`src/rtl/ndp_unit_responder.sv`:
```
// Unit-side end of the NDP start/done handshake: one timed operation per unit,
// with a busy flag and a one-cycle done pulse per unit, plus shared counters.
module ndp_unit_responder #(
  parameter int NUM_UNITS = 8,
  parameter int LEN_W     = 16
) (
  input  logic                 clk,
  input  logic                 reset,
  input  logic [NUM_UNITS-1:0] ndp_start,
  input  logic [LEN_W-1:0]     start_len,
  input  logic [NUM_UNITS-1:0] abort,
  input  logic                 err_clear,
  output logic [NUM_UNITS-1:0] ndp_status,
  output logic [NUM_UNITS-1:0] ndp_done,
  output logic [NUM_UNITS-1:0] start_overrun,
  output logic [31:0]          done_count,
  output logic [15:0]          abort_count
);

  typedef enum logic [1:0] {
    S_IDLE,
    S_BUSY,
    S_DONE
  } state_t;

  state_t           state  [NUM_UNITS];
  logic [LEN_W-1:0] remain [NUM_UNITS];

  logic [NUM_UNITS-1:0] busy_vec;
  logic [NUM_UNITS-1:0] abort_hit;
  logic [LEN_W-1:0]     load_len;
  logic [31:0]          done_inc;
  logic [15:0]          abort_inc;

  // NOTE: every variable gets a default before the loop so no latch is inferred.
  always_comb begin
    load_len  = (start_len == '0) ? LEN_W'(1) : start_len;
    busy_vec  = '0;
    abort_hit = '0;
    done_inc  = '0;
    abort_inc = '0;
    for (int i = 0; i < NUM_UNITS; i++) begin
      busy_vec[i]  = (state[i] == S_BUSY);
      abort_hit[i] = busy_vec[i] & abort[i];
      done_inc     = done_inc + 32'(ndp_done[i]);
      abort_inc    = abort_inc + 16'(abort_hit[i]);
    end
  end

  // NOTE: state is updated with non-blocking assignments only; the per-unit
  // arrays are small flop arrays, so they are cleared by reset like any register.
  always_ff @(posedge clk or posedge reset) begin
    if (reset) begin
      for (int i = 0; i < NUM_UNITS; i++) begin
        state[i]  <= S_IDLE;
        remain[i] <= '0;
      end
      ndp_status    <= '0;
      ndp_done      <= '0;
      start_overrun <= '0;
      done_count    <= '0;
      abort_count   <= '0;
    end else begin
      done_count  <= done_count + done_inc;
      abort_count <= abort_count + abort_inc;
      // A new overrun in the same cycle as err_clear keeps the flag set.
      start_overrun <= (start_overrun & ~{NUM_UNITS{err_clear}}) | (ndp_start & busy_vec);

      for (int i = 0; i < NUM_UNITS; i++) begin
        ndp_done[i] <= 1'b0;
        case (state[i])
          S_IDLE, S_DONE: begin
            if (ndp_start[i]) begin
              state[i]      <= S_BUSY;
              remain[i]     <= load_len;
              ndp_status[i] <= 1'b1;
            end else begin
              state[i]      <= S_IDLE;
              ndp_status[i] <= 1'b0;
            end
          end
          S_BUSY: begin
            if (abort[i]) begin
              state[i]      <= S_IDLE;
              ndp_status[i] <= 1'b0;
            end else if (remain[i] == LEN_W'(1)) begin
              state[i]      <= S_DONE;
              ndp_status[i] <= 1'b0;
              ndp_done[i]   <= 1'b1;
            end else begin
              remain[i] <= remain[i] - LEN_W'(1);
            end
          end
          default: begin
            state[i]      <= S_IDLE;
            ndp_status[i] <= 1'b0;
          end
        endcase
      end
    end
  end

endmodule

```
`config.mk`:
```
export PLATFORM = sky130hd
export DESIGN_NAME = ndp_unit_responder
export DESIGN_NICKNAME = d
export VERILOG_FILES = /design/src/rtl/ndp_unit_responder.sv
export SDC_FILE = /design/constraint.sdc
export NUM_CORES = 1
export LEC_CHECK = 0
export BUFFER_PORTS_ARGS = -buffer_cell sky130_fd_sc_hd__buf_2
export CORE_AREA = 3 3 170 172
export DETAILED_ROUTE_END_ITERATION = 8
export DIE_AREA = 0 0 173 175
export GPL_ROUTABILITY_DRIVEN = 0
export GPL_TIMING_DRIVEN = 0
export PLACE_DENSITY_LB_ADDON = 0.15
export SYNTH_ARGS = -nofsm -noshare
export SYNTH_HDL_FRONTEND = slang
export SYNTH_SLANG_ARGS = --single-unit
```
`constraint.sdc`:
```
create_clock -name clk -period 8.8 [get_ports clk]
set_input_delay 1.76 -clock clk [delete_from_list [all_inputs] [get_ports clk]]
set_output_delay 1.76 -clock clk [all_outputs]
set_load 0.1 [all_outputs]
```
# Word-level counts from Yosys, hierarchy flattened
# Cells that the tools add are included.
[totals]
ff_bits = 216
inputBits = 35
out_inout_bits = 72
wordCells = 274
[op_classes]
addsub = 24
n_eq_ne = 56
mux = 121
n_bitwise = 12
reduce_logical = 33
[ops]
columns = ["op", "count"]
rows = [
  ["two-way mux 16 bit", 25],
  ["case mux 16 bit (2 select lines)", 8],
  ["equality test 16 x 1 -> 1 bit, second input constant", 8],
  ["subtractor 16 x 1 -> 16 bit, second input constant", 8],
  ["two-way mux 1 bit", 56],
  ["inequality test 2 bit, second input constant", 24],
  ["adder 32 x 8 -> 32 bit", 1],
  ["two-way mux 2 bit", 16],
  ["case mux 2 bit (2 select lines)", 8],
  ["AND reduction 4 bit", 8],
  ["inequality test 3 x 2 -> 1 bit, second input constant", 8],
  ["adder 16 x 8 -> 16 bit", 1],
  ["adder 7 x 1 -> 8 bit", 2],
  ["AND 8 bit", 2],
  ["equality test 2 x 1 -> 1 bit, second input constant", 8],
  ["equality test 2 bit, second input constant", 8],
  ["zero test 16 bit", 1],
  ["zero test 2 bit", 8],
  ["case mux 1 bit (2 select lines)", 8],
  ["nonzero test 2 bit", 8],
  ["OR reduction 2 bit", 8],
  ["adder 6 x 1 -> 7 bit", 2],
  ["adder 5 x 1 -> 6 bit", 2],
  ["adder 4 x 1 -> 5 bit", 2],
  ["other kinds (6)", 16],
]

# Depth between registers and ports, before layout
# Gate-level depths: netlist of run 1.
[depth]
word_depth = 10
depth_mapped = 15
mapped_depth_nobuf = 14

# Least setup slack after synthesis of run 1
# OpenSTA, ideal clock, no wires.
[synth_timing]
kind = "input port to flip-flop"
start = "in abort[0]"
end = "reg abort_count[12]"
t_arrival_ps = 4966
t_required_ps = 8638
slack_ps = 3672
path_stages = 12
path_buffers = 0
cell_sequence = "and2_1 fa_1 inv_1 fa_1 inv_1 fa_1 fa_1 fa_1 a21o_1 a21oi_1 nor2_1 xor2_1"
[synth_between]
elab_chain_len = 9
[synth_rtl]
columns = ["element", "line_no", "rtl"]
rows = [
  ["start: declaration", "11", "input logic [NUM_UNITS-1:0] abort,"],
  ["AND 1 bit", "44", "abort_hit[i] = busy_vec[i] & abort[i];"],
  ["adder 1 x 1 -> 2 bit", "46", "abort_inc = abort_inc + 16'(abort_hit[i]);"],
  ["adder 2 x 1 -> 3 bit", "46", ""],
  ["adder 3 x 1 -> 4 bit", "46", ""],
  ["adder 4 x 1 -> 5 bit", "46", ""],
  ["adder 5 x 1 -> 6 bit", "46", ""],
  ["adder 6 x 1 -> 7 bit", "46", ""],
  ["adder 7 x 1 -> 8 bit", "46", ""],
  ["adder 16 x 8 -> 16 bit", "65", "abort_count <= abort_count + abort_inc;"],
  ["end signal: assignment", "65", ""],
  ["end: declaration", "17", "output logic [15:0] abort_count"],
]
# No other way between the ends.
# A chain may end at the register's enable or synchronous reset.

# Final worst setup path of run 1
# Same ends and word-level chain as after synthesis.

==> results of run 1 <==
-- sequential cells by signal (all words and copies together) (netlist names) --
| register | cells |
|---|---|
| start_overrun | 8 |
| state | 15 |
| done_count | 32 |
| abort_count | 16 |
| remain | 128 |
| ndp_done | 8 |
| ndp_status | 8 |
-- power by group --
| group | switching, mW | internal (mW) |
|---|---|---|
| Combinational | 0.881 | 0.435 |
| Sequential | 0.310 | 1.25 |
| Clock | 0.420 | 0.646 |
-- metal layers --
metal,up-vias,GRT usage [%]
li1,5302,-
met1,5617,34.5
met2,504,36.6
met3,77,4.41
met4,0,8.51
met5,-,0
-- worst max-delay path, delay by kind of cell --
kind,cells,cell delay (ns)
adders and majority gates,5,2.45
AOI/OAI and AO/OA,2,0.43
and+or+nand+nor,2,0.29
buffers and inverters,3,0.24
xor gates and xnor gates,1,0.14
-- layout make-up --
cell class | count | area, um2
fillers | 2665 | 13500
multi-input cells | 1018 | 6360
flip-flops and latches | 215 | 5380
clock buffers | 41 | 798
repair buffers | 92 | 483
well taps | 378 | 473
plain buffers | 84 | 357
inverters | 69 | 267
clock inverters | 4 | 48.8
diodes | 1 | 2.50
-- cells by family after synthesis --
group,Yosys count
AND/OR/NAND/NOR,488
AO/OA/AOI/OAI,445
flip-flops,215
buffers and inverters,153
XOR/XNOR,44
adder cells (fa/ha/maj),38
multiplexers,3
-- how the worst min path moves through the flow --
stage / startpoint / endpoint / slack [ns] / cells after the start
final: done_count[31] / done_count[31] / 0.46 / 1
after global routing: done_count[31] / done_count[31] / 0.47 / 1
after CTS: done_count[31] / done_count[31] / 0.46 / 1
after detailed placement: done_count[31] / done_count[31] / 0.45 / 1
after global placement: done_count[31] / done_count[31] / 0.45 / 1
after floorplan: remain[62] / remain[62] / 0.47 / 1
-- synth_stat cells (all sizes together), types with 9 or more instances --
| master | instances | share of area [%] |
|---|---|---|
| buf | 22 | 1.0 |
| o211ai | 13 | 0.79 |
| nand3 | 47 | 1.9 |
| nand4 | 19 | 0.96 |
| fa | 10 | 1.6 |
| nor2 | 135 | 4.2 |
| nor3 | 48 | 2.1 |
| o22a | 33 | 2.3 |
| ha | 28 | 2.8 |
| nor2b | 14 | 0.71 |
| a31oi | 34 | 1.7 |
| dfrtp | 215 | 44 |
| a22oi | 21 | 1.3 |
| xnor2 | 24 | 1.7 |
| o2bb2ai | 9 | 0.64 |
| o21ai | 88 | 3.6 |
| or3 | 14 | 0.71 |
| inv | 69 | 2.1 |
| clkbuf | 62 | 1.9 |
| nand2 | 88 | 2.7 |
| nand2b | 23 | 1.2 |
| xor2 | 20 | 1.4 |
| o22ai | 22 | 1.1 |
| and3 | 17 | 0.86 |
| a21oi | 149 | 6.1 |
| and2 | 12 | 0.61 |
| nor4 | 30 | 2.1 |
-- stage by stage --
step	total power, mW	instances	setup WS, ns	hold slack [ns]
final	3.94	1902	3.90	0.464
after floorplan	2.53	1386	1.16	0.470
after CTS	3.95	1901	3.89	0.463
after global placement	2.84	1855	-1.53	0.454
after global routing	4.19	1902	3.70	0.474
after detailed placement	2.87	1856	3.34	0.452
-- cells in the final DEF (no fill, tap or decap), types with 8 or more instances in the layout --
master,Yosys,layout
dfrtp_1,215,215
a21oi_1,148,148
nor2_1,134,134
buf_2,12,103
nand2_1,88,88
o21ai_0,83,83
clkbuf_1,62,69
inv_1,63,62
nand3_1,47,47
nor3_1,44,44
a31oi_1,34,34
o22a_1,33,33
ha_1,28,28
clkbuf_16,0,27
xnor2_1,24,24
nand2b_1,23,23
nor4_1,22,22
o22ai_1,22,22
a22oi_1,21,21
xor2_1,20,20
nand4_1,19,19
and3_1,17,17
or3_1,14,14
nor2b_1,14,14
o211ai_1,13,13
and2_1,12,12
fa_1,10,10
o2bb2ai_1,9,9
a41oi_1,8,8
a21o_1,8,8
o32ai_1,8,8
==> results.tsv, run 1 <==
stage	metric	value	unit
timing	tns	0	ns
routing	drt-vias-per-instance	6.05	
yosys	synth_edf_count	0	
placed_design	hpwl	24700	um
yosys	synth-xor-area-share	3.12	%
timing	rsz0062_at_grt	no	
finish	fin_util	51.3	%
yosys	synth_compound_area_share	22.9	%
clock_tree	cts.sinks	215	
timing	slew_violations	0	
floorplan	num_rows	61	
clock_tree	cts-root-buf	clkbuf_16	
clock_tree	post_cts.repair.setup_buffers	0	
global_route	grt_pass1_vias	10900	
finish	drive_gt1_share	12.1	%
worst_setup_path	r2r_setup_slack	4.18	ns
timing	hold_viol	0	
yosys	synth.distinct_cells	77	
worst_setup_path	cp.required	9.21	ns
run	drv_cap	0	
worst_setup_path	cpPeakStageDelay	0.53	ns
worst_setup_path	crit_start	abort[0]	
global_route	grt_max_degree	111	
clock_tree	cts_resized	0	
routing	vias	11500	
finish	areaGrowthSynthToFinish	14.7	%
yosys	postSynthCellCount	1386	
routing	top_layer_used	met4	
yosys	synth_top_family_by_area	compound AO/OA/AOI/OAI gates	
routing	ant_nets	0	
worst_setup_path	cp_max_fo	5	
floorplan	io_pins	107	
worst_setup_path	critPathSlowestCell	fa_1	
timing	setup_viol	0	
finish	nNetsFinal	1579	
yosys	synth_seq_area_share	43.6	%
routing	wl_met2	16400	um
floorplan	initial_core_util	44.7	%
timing	finClkSkew	0.0151	ns
routing	wl_per_cell	19.6	um
worst_setup_path	r2r-start	state[10]	
routing	drc	0	
yosys	yosysWarnings	0	
floorplan	coreArea	27600	um2
timing	period_share	55.7	%
global_route	grt_usage	24.0	%
yosys	synth-adder-area-share	4.46	%
yosys	synth.avg_cell_area	8.91	um2
yosys	syn_area	12400	um2
floorplan	dieHeight	175	um
routing	totalWireLength	37200	um
clock_tree	cts_tree	yes	
yosys	ys.flop_type	dfrtp_1	
worst_setup_path	r2r_cells	15	
yosys	synthArstFlopShare	100	%
global_route	antenna_found_initial	1	
routing	drt_first_pass_iters	6	
timing	worst_pin_slew	1.17	ns
routing	dr_wl_met3	2970	um
yosys	synth.net_count	1459	
yosys	synthSimpleGateAreaFrac	20.7	%
timing	max_freq	204	MHz
worst_setup_path	crit_top_cell	fa_1	
routing	wl_met1	16600	um
timing	layout_min_cycle_time	4.90	ns
pwr	p_leak	6.01	nW
worst_setup_path	critPathCapture	abort_count[12]	
placed_design	place_area	13300	um2
floorplan	die-area	30300	um2
clock_tree	cts.clk_slew.worst_paths	0.06	ns
placed_design	portBuffers	91	
run_status	outcome	completed	
clock_tree	cts_max_path_buffers	3	
worst_setup_path	rr_endpoint	abort_count[12]	
worst_setup_path	start_kind	input port	
worst_setup_path	cp-end-kind	flip-flop	
floorplan	dieWidth	173	um
finish	stdcell_area	14200	um2
clock_tree	numCtsBuffers	26	
routing	drt-initial-drc-count	1400	
yosys	muxShareOfSynthArea	0.243	%
clock_tree	cts_max_level	1	
worst_setup_path	crit_type	input port to flip-flop	
pwr	ir_worst_vdd	0.258	mV
global_route	overflow	0	
worst_setup_path	crit_path_cell_trace	buf_2, and2_1, fa_1, inv_1, fa_1, inv_1, fa_1, fa_1, fa_1, a21o_1, a21oi_1, nor2_1, xor2_1	
global_route	grt_pass1_wl	59600	um
pwr	p_per_area	278	nW/um2
timing	max_slew_margin	21.1	%
clock_tree	clock_latency	0.53	ns
yosys	yosys_register_bits	215	
worst_setup_path	cp.arrival	5.31	ns
min_path	worstHoldPathType	flip-flop to flip-flop	
clock_tree	holdBufCountCts	0	
No activity file was read; power rests on OpenSTA's default activity.
==> run 2: changes to the inputs <==
==> constraint.sdc (replaced) <==
create_clock -name clk -period 4.6 [get_ports clk]
set_input_delay 0.92 -clock clk [delete_from_list [all_inputs] [get_ports clk]]
set_output_delay 0.92 -clock clk [all_outputs]
set_load 0.1 [all_outputs]
==> results.tsv, run 2 (synthesis results as in run 1) <==
stage	metric	value	unit	change
global_route	grt_max_degree	41		-63%
floorplan	coreArea	27600	um2	unchanged
clock_tree	cts_max_level	1		unchanged
timing	worst_pin_slew	1.17	ns	-0.00540 ns
routing	ant_nets	0		unchanged
global_route	grt_pass1_vias	10800		-0.51%
finish	fin_util	51.7	%	+0.47 points
worst_setup_path	critPathSlowestCell	fa_1		
pwr	ir_worst_vdd	0.663	mV	+160%
run_status	outcome	completed		
worst_setup_path	path_depth	13		unchanged
finish	stdcell_area	14300	um2	+0.91%
finish	largest_register	remain		
routing	drc	0		unchanged
timing	setup_viol	0		unchanged
worst_setup_path	start_kind	flip-flop		
routing	drt-vias-per-instance	5.96		-1.5%
worst_setup_path	cp.buffers_inverters	3		unchanged
worst_setup_path	crit_start	state[0]		
worst_setup_path	cp.required	5.04	ns	-4.17 ns
timing	slew_violations	0		unchanged
global_route	overflow	0		unchanged
pwr	power_switching	3.08	mW	+91%
min_path	worstHoldPathType	input port to asynchronous set/reset pin		
timing	max_slew_margin	21.5	%	+0.36 points
routing	drt-initial-drc-count	1260		-10%
timing	period_share	94.3	%	
timing	hold_viol	0		unchanged
placed_design	portBuffers	91		unchanged
finish	drive_gt1_share	13.0	%	+0.96 points
clock_tree	cts-root-buf	clkbuf_16		
finish	stdcell_count	1904		+0.11%
worst_setup_path	crit_type	flip-flop to flip-flop		
timing	finClkSkew	0.0201	ns	+0.00500 ns
worst_setup_path	crit_path_cell_trace	nor2b_1, clkbuf_1, clkbuf_2, nand2_1, fa_1, inv_1, fa_1, fa_1, fa_1, a21o_1, a21o_1, nand3_1, xnor2_1		
timing	rsz0062_at_grt	no		
clock_tree	cts_max_path_buffers	3		unchanged
placed_design	placed_cells	1861		+0.27%
finish	antennaDiodeCount	0		-1
timing	tns	0	ns	unchanged
pwr	p_leak	6.08	nW	+1.1%
clock_tree	cts_tree	yes		
worst_setup_path	critPathCapture	abort_count[14]		
pwr	p_per_area	534	nW/um2	+92%
finish	largest_reg_flops	128		unchanged
floorplan	initial_core_util	44.7	%	unchanged
global_route	antenna_found_initial	0		-1
worst_setup_path	cp-end-kind	flip-flop		
global_route	grt_pass1_wl	59200	um	-0.54%
pwr	comb_power_share	33.2	%	-0.2 points
clock_tree	cts.sinks	215		unchanged
global_route	grt_usage	24.0	%	-0.070 points
run	drv_cap	0		unchanged
placed_design	place_area	13400	um2	+0.67%
worst_setup_path	r2r-start	state[0]		
routing	vias	11300		-1.3%
clock_tree	numCtsBuffers	25		-3.8%
floorplan	dieWidth	173	um	unchanged
pwr	swShare	40.4	%	-0.45 points
floorplan	num_rows	61		unchanged
finish	areaGrowthSynthToFinish	15.7	%	
clock_tree	post_cts.repair.setup_buffers	0		unchanged
worst_setup_path	cp.arrival	4.78	ns	-0.53 ns
clock_tree	cts.clk_slew.worst_paths	0.06	ns	about the same
worst_setup_path	cpLargestDelayFamily	adder cells		
worst_setup_path	crit_top_cell	fa_1		
routing	wl_per_cell	19.3	um	-1.4%
routing	drt_first_pass_iters	7		+1
finish	mostFrequentLayoutCell	dfrtp_1		
worst_setup_path	r2r_setup_slack	0.26	ns	-3.92 ns
floorplan	io_pins	107		unchanged
timing	layout_min_cycle_time	4.34	ns	
finish	layout_common_cells	dfrtp_1 (215), a21oi_1 (147), nor2_1 (134)		
finish	nNetsFinal	1582		+0.19%
pwr	sequentialPowerShare	39.0	%	-0.6 points
placed_design	hpwl	25100	um	+1.9%
pwr	p_clk_share	27.8	%	+0.8 points
routing	totalWireLength	36700	um	-1.3%
clock_tree	clock_latency	0.53	ns	about the same
finish	largestRegisters	remain (128), done_count (32), abort_count (16)		
floorplan	die-area	30300	um2	unchanged
floorplan	dieHeight	175	um	unchanged
worst_setup_path	r2r_cells	13		-2
worst_setup_path	cp_max_fo	10		+5
timing	max_freq	230	MHz	
pwr	intPower	4.55	mW	+95%
worst_setup_path	rr_endpoint	abort_count[14]		
worst_setup_path	cpPeakStageDelay	0.55	ns	+0.02 ns
[run 2: changes by cell type in the layout (fill, tap and decap cells not counted), sizes merged]
cell	change
buf	+6
clkinvlp	+3
clkbuf	-11
diode	-1
clkinv	+4
bufinv	+3
inv	-2
[run 2: area by class of cell]
class	count	area (um2)
fill	2616	13300
multi-input combinational	1018	6360
sequential	215	5380
clock buffer	32	712
timing repair buffer	97	576
tap	378	473
buffer	83	359
inverter	69	263
clock inverter	12	169
[run 2: layer usage]
metal	share of wire [%]	global-route usage [%]	vias to the layer above
li1	-	-	5308
met1	44	33.3	5541
met2	45	37.4	401
met3	7.0	4.45	95
met4	4.0	9.09	0
met5	0	0	-
[run 2: what timing repair did]
action                                  4_1_cts  5_1_grt
hold buffers                                  0        0
resized for setup                             1        9
endpoints found under the setup margin        1        9
[run 2: worst register-to-register path, cell delays in order (launching register included)]
cell	delay, ns
dfrtp_1	0.36
nor2b_1	0.30
clkbuf_1	0.40
clkbuf_2	0.32
nand2_1	0.21
fa_1	0.55
inv_1	0.05
fa_1	0.51
fa_1	0.47
fa_1	0.42
a21o_1	0.22
a21o_1	0.23
nand3_1	0.11
xnor2_1	0.12
[run 2: power groups by stage]
stage,Clock (mW),Combinational (mW),Sequential (mW)
final,2.12,2.53,2.98
after global routing,2.24,2.81,3.06
after CTS,2.17,2.52,2.96
after detailed placement,0,2.51,2.98
after global placement,0,2.46,2.97
after floorplan,0,1.54,3.30
[run 2: how the worst min path moves through the flow]
| stage | end | slack [ns] | start |
|---|---|---|---|
| after global routing | done_count[6] | 0.47 | reset |
| final | remain[14] | 0.44 | reset |
| after global placement | done_count[31] | 0.45 | done_count[31] |
| after CTS | remain[14] | 0.44 | reset |
| after detailed placement | done_count[31] | 0.46 | done_count[31] |
| after floorplan | remain[62] | 0.47 | remain[62] |
[run 2: per-stage QoR]
stage	hold slack (ns)	power (mW)	worst slack, ns
floorplan	0.470	4.83	0.312
global placement	0.453	5.43	-0.614
detailed placement	0.456	5.49	-0.0216
CTS	0.443	7.65	0.0324
global route	0.468	8.12	0.0359
finish	0.445	7.63	0.260
==> run 3: changes to the inputs <==
--- a/config.mk
+++ b/config.mk
@@ -6,9 +6,9 @@
 export NUM_CORES = 1
 export LEC_CHECK = 0
 export BUFFER_PORTS_ARGS = -buffer_cell sky130_fd_sc_hd__buf_2
-export CORE_AREA = 3 3 170 172
+export CORE_AREA = 3 3 172 174
 export DETAILED_ROUTE_END_ITERATION = 8
-export DIE_AREA = 0 0 173 175
+export DIE_AREA = 0 0 175 177
 export GPL_ROUTABILITY_DRIVEN = 0
 export GPL_TIMING_DRIVEN = 0
 export PLACE_DENSITY_LB_ADDON = 0.15
==> results.tsv, run 3 (synthesis results as in run 1) <==
stage	metric	value	unit	change
global_route	grt_max_degree	41		unchanged
worst_setup_path	cp.buffers_inverters	4		+1
finish	drive_gt1_share	12.9	%	-0.099 points
global_route	antenna_found_initial	1		+1
pwr	ir_worst_vdd	0.598	mV	-9.8%
worst_setup_path	crit_type	flip-flop to flip-flop		
timing	hold_viol	0		unchanged
worst_setup_path	cpLargestDelayFamily	adder cells		
clock_tree	cts-root-buf	clkbuf_16		
timing	tns	0	ns	unchanged
placed_design	hpwl	24800	um	-1.4%
min_path	worstHoldPathType	input port to asynchronous set/reset pin		
clock_tree	clock_latency	0.53	ns	about the same
finish	largestRegisters	remain (128), done_count (32), abort_count (16)		
clock_tree	cts_max_level	1		unchanged
routing	ant_nets	0		unchanged
global_route	use_met3	3.60	%	-0.85 points
routing	drt_first_pass_iters	5		-2
routing	drt-initial-drc-count	1128		-10%
pwr	p_total	7.57	mW	-0.82%
worst_setup_path	cpPeakStageDelay	0.53	ns	-0.02 ns
routing	wl_per_cell	19.0	um	-1.4%
timing	worst_pin_slew	1.16	ns	-0.0106 ns
floorplan	coreArea	27900	um2	+1.1%
finish	stdcell_count	1908		+0.21%
routing	totalWireLength	36300	um	-1.2%
timing	max_slew_margin	22.2	%	+0.71 points
clock_tree	cts_max_path_buffers	3		unchanged
worst_setup_path	cp.arrival	4.79	ns	about the same
timing	period_share	94.3	%	about the same
finish	largest_register	remain		
clock_tree	cts_tree	yes		
timing	finClkSkew	0.0102	ns	-0.00999 ns
finish	areaGrowthSynthToFinish	15.6	%	about the same
timing	slew_violations	0		unchanged
timing	setup_viol	0		unchanged
finish	largest_reg_flops	128		unchanged
clock_tree	numCtsBuffers	26		+4.0%
floorplan	initial_core_util	44.2	%	-0.49 points
routing	vias	11300		-0.19%
clock_tree	cts.clk_slew.worst_paths	0.06	ns	about the same
global_route	busiest_layer	met2		
clock_tree	cts.sinks	215		unchanged
worst_setup_path	crit_path_cell_trace	inv_1, nor2_1, clkbuf_2, and2_1, fa_1, inv_1, fa_1, inv_1, fa_1, fa_1, fa_1, a21o_1, a21o_1, nand3_1, xnor2_1		
routing	drc	0		unchanged
global_route	grt_use_met1	32.9	%	-0.38 points
worst_setup_path	cp-end-kind	flip-flop		
run_status	outcome	completed		
global_route	grt_pass1_vias	10700		-0.64%
finish	mostFrequentLayoutCell	dfrtp_1		
run	drv_cap	0		unchanged
global_route	grt_util_met2	37.7	%	+0.30 points
global_route	grt_usage	23.3	%	-0.62 points
timing	max_freq	231	MHz	about the same
timing	layout_min_cycle_time	4.34	ns	-0.00244 ns
floorplan	num_rows	61		unchanged
worst_setup_path	critPathSlowestCell	fa_1		
global_route	overflow	0		unchanged
routing	drt-vias-per-instance	5.93		-0.40%
floorplan	dieWidth	175	um	+1.2%
finish	nNetsFinal	1583		+0.063%
finish	fin_util	51.1	%	-0.61 points
pwr	p_leak	6.07	nW	about the same
floorplan	dieHeight	177	um	+1.1%
placed_design	portBuffers	91		unchanged
finish	antennaDiodeCount	0		unchanged
pwr	p_per_area	530	nW/um2	-0.74%
floorplan	io_pins	107		unchanged
floorplan	die-area	31000	um2	+2.3%
worst_setup_path	cp.required	5.05	ns	about the same
worst_setup_path	crit_top_cell	fa_1		
worst_setup_path	cp_max_fo	10		unchanged
finish	layout_common_cells	dfrtp_1 (215), a21oi_1 (147), nor2_1 (134)		
placed_design	placed_cells	1861		unchanged
timing	rsz0062_at_grt	no		
clock_tree	holdBufCountCts	0		unchanged
global_route	grt_pass1_wl	58600	um	-1.1%
worst_setup_path	start_kind	flip-flop		
==> run 3: cell count changes in the layout (fill, tap and decap cells not counted) <==
| cell | before | now |
|---|---|---|
| clkinv_2 | 5 | 7 |
| clkbuf_1 | 59 | 64 |
| clkinvlp_4 | 3 | 2 |
| clkinv_4 | 1 | 0 |
| clkbuf_16 | 25 | 27 |
| clkbuf_8 | 6 | 5 |
| bufinv_16 | 4 | 2 |
==> run 3: through the flow <==
stage	worst slack (ns)	instance area (um2)	hold slack [ns]
6_report	0.263	14300	0.372
5_1_grt	0.0157	14300	0.387
4_1_cts	0.0386	14300	0.367
3_5_place_dp	-0.0890	13400	0.460
3_3_place_gp	-0.631	13300	0.453
2_1_floorplan	0.312	12400	0.470
==> run 3: where the power goes <==
part / total, mW / internal (mW) / switching [mW]
sequential: 2.97 / 2.39 / 0.578
clock: 2.07 / 1.26 / 0.807
combinational: 2.53 / 0.844 / 1.68
total: 7.57 / 4.50 / 3.07
==> run 3: area by class of cell <==
type	count	area (um2)
plain buffers	83	359
clock buffers	38	767
clock inverters	10	103
fillers	2663	13700
inverters	69	263
multi-input cells	1018	6360
flip-flops and latches	215	5380
well taps	378	473
repair buffers	97	576
==> run 3: worst paths after layout <==
| kind | startpoint | to | slack, ns | depth (start not counted) |
|---|---|---|---|---|
| setup reg to reg | ndp_status[0] | abort_count[6] | 0.26 | 15 |
| max in group asynchronous | reset | ndp_status[2] | 3.22 | 5 |
| setup / recovery | ndp_status[0] | abort_count[6] | 0.26 | 15 |
| hold reg to reg | done_count[31] | done_count[31] | 0.46 | 1 |
| min in group clk | done_count[31] | done_count[31] | 0.46 | 1 |
| hold / removal | reset | done_count[15] | 0.37 | 2 |
==> run 3: timing repair <==
action	4_1_cts	5_1_grt
endpoints found under the setup margin	5	7
buffers inserted	0	0
resized for setup	2	7
pin swaps	0	0
==> run 3: routing by layer <==
layer	wire [um]	vias up
li1	-	5325
met1	16100	5494
met2	16500	435
met3	2720	67
met4	879	2
met5	13	-
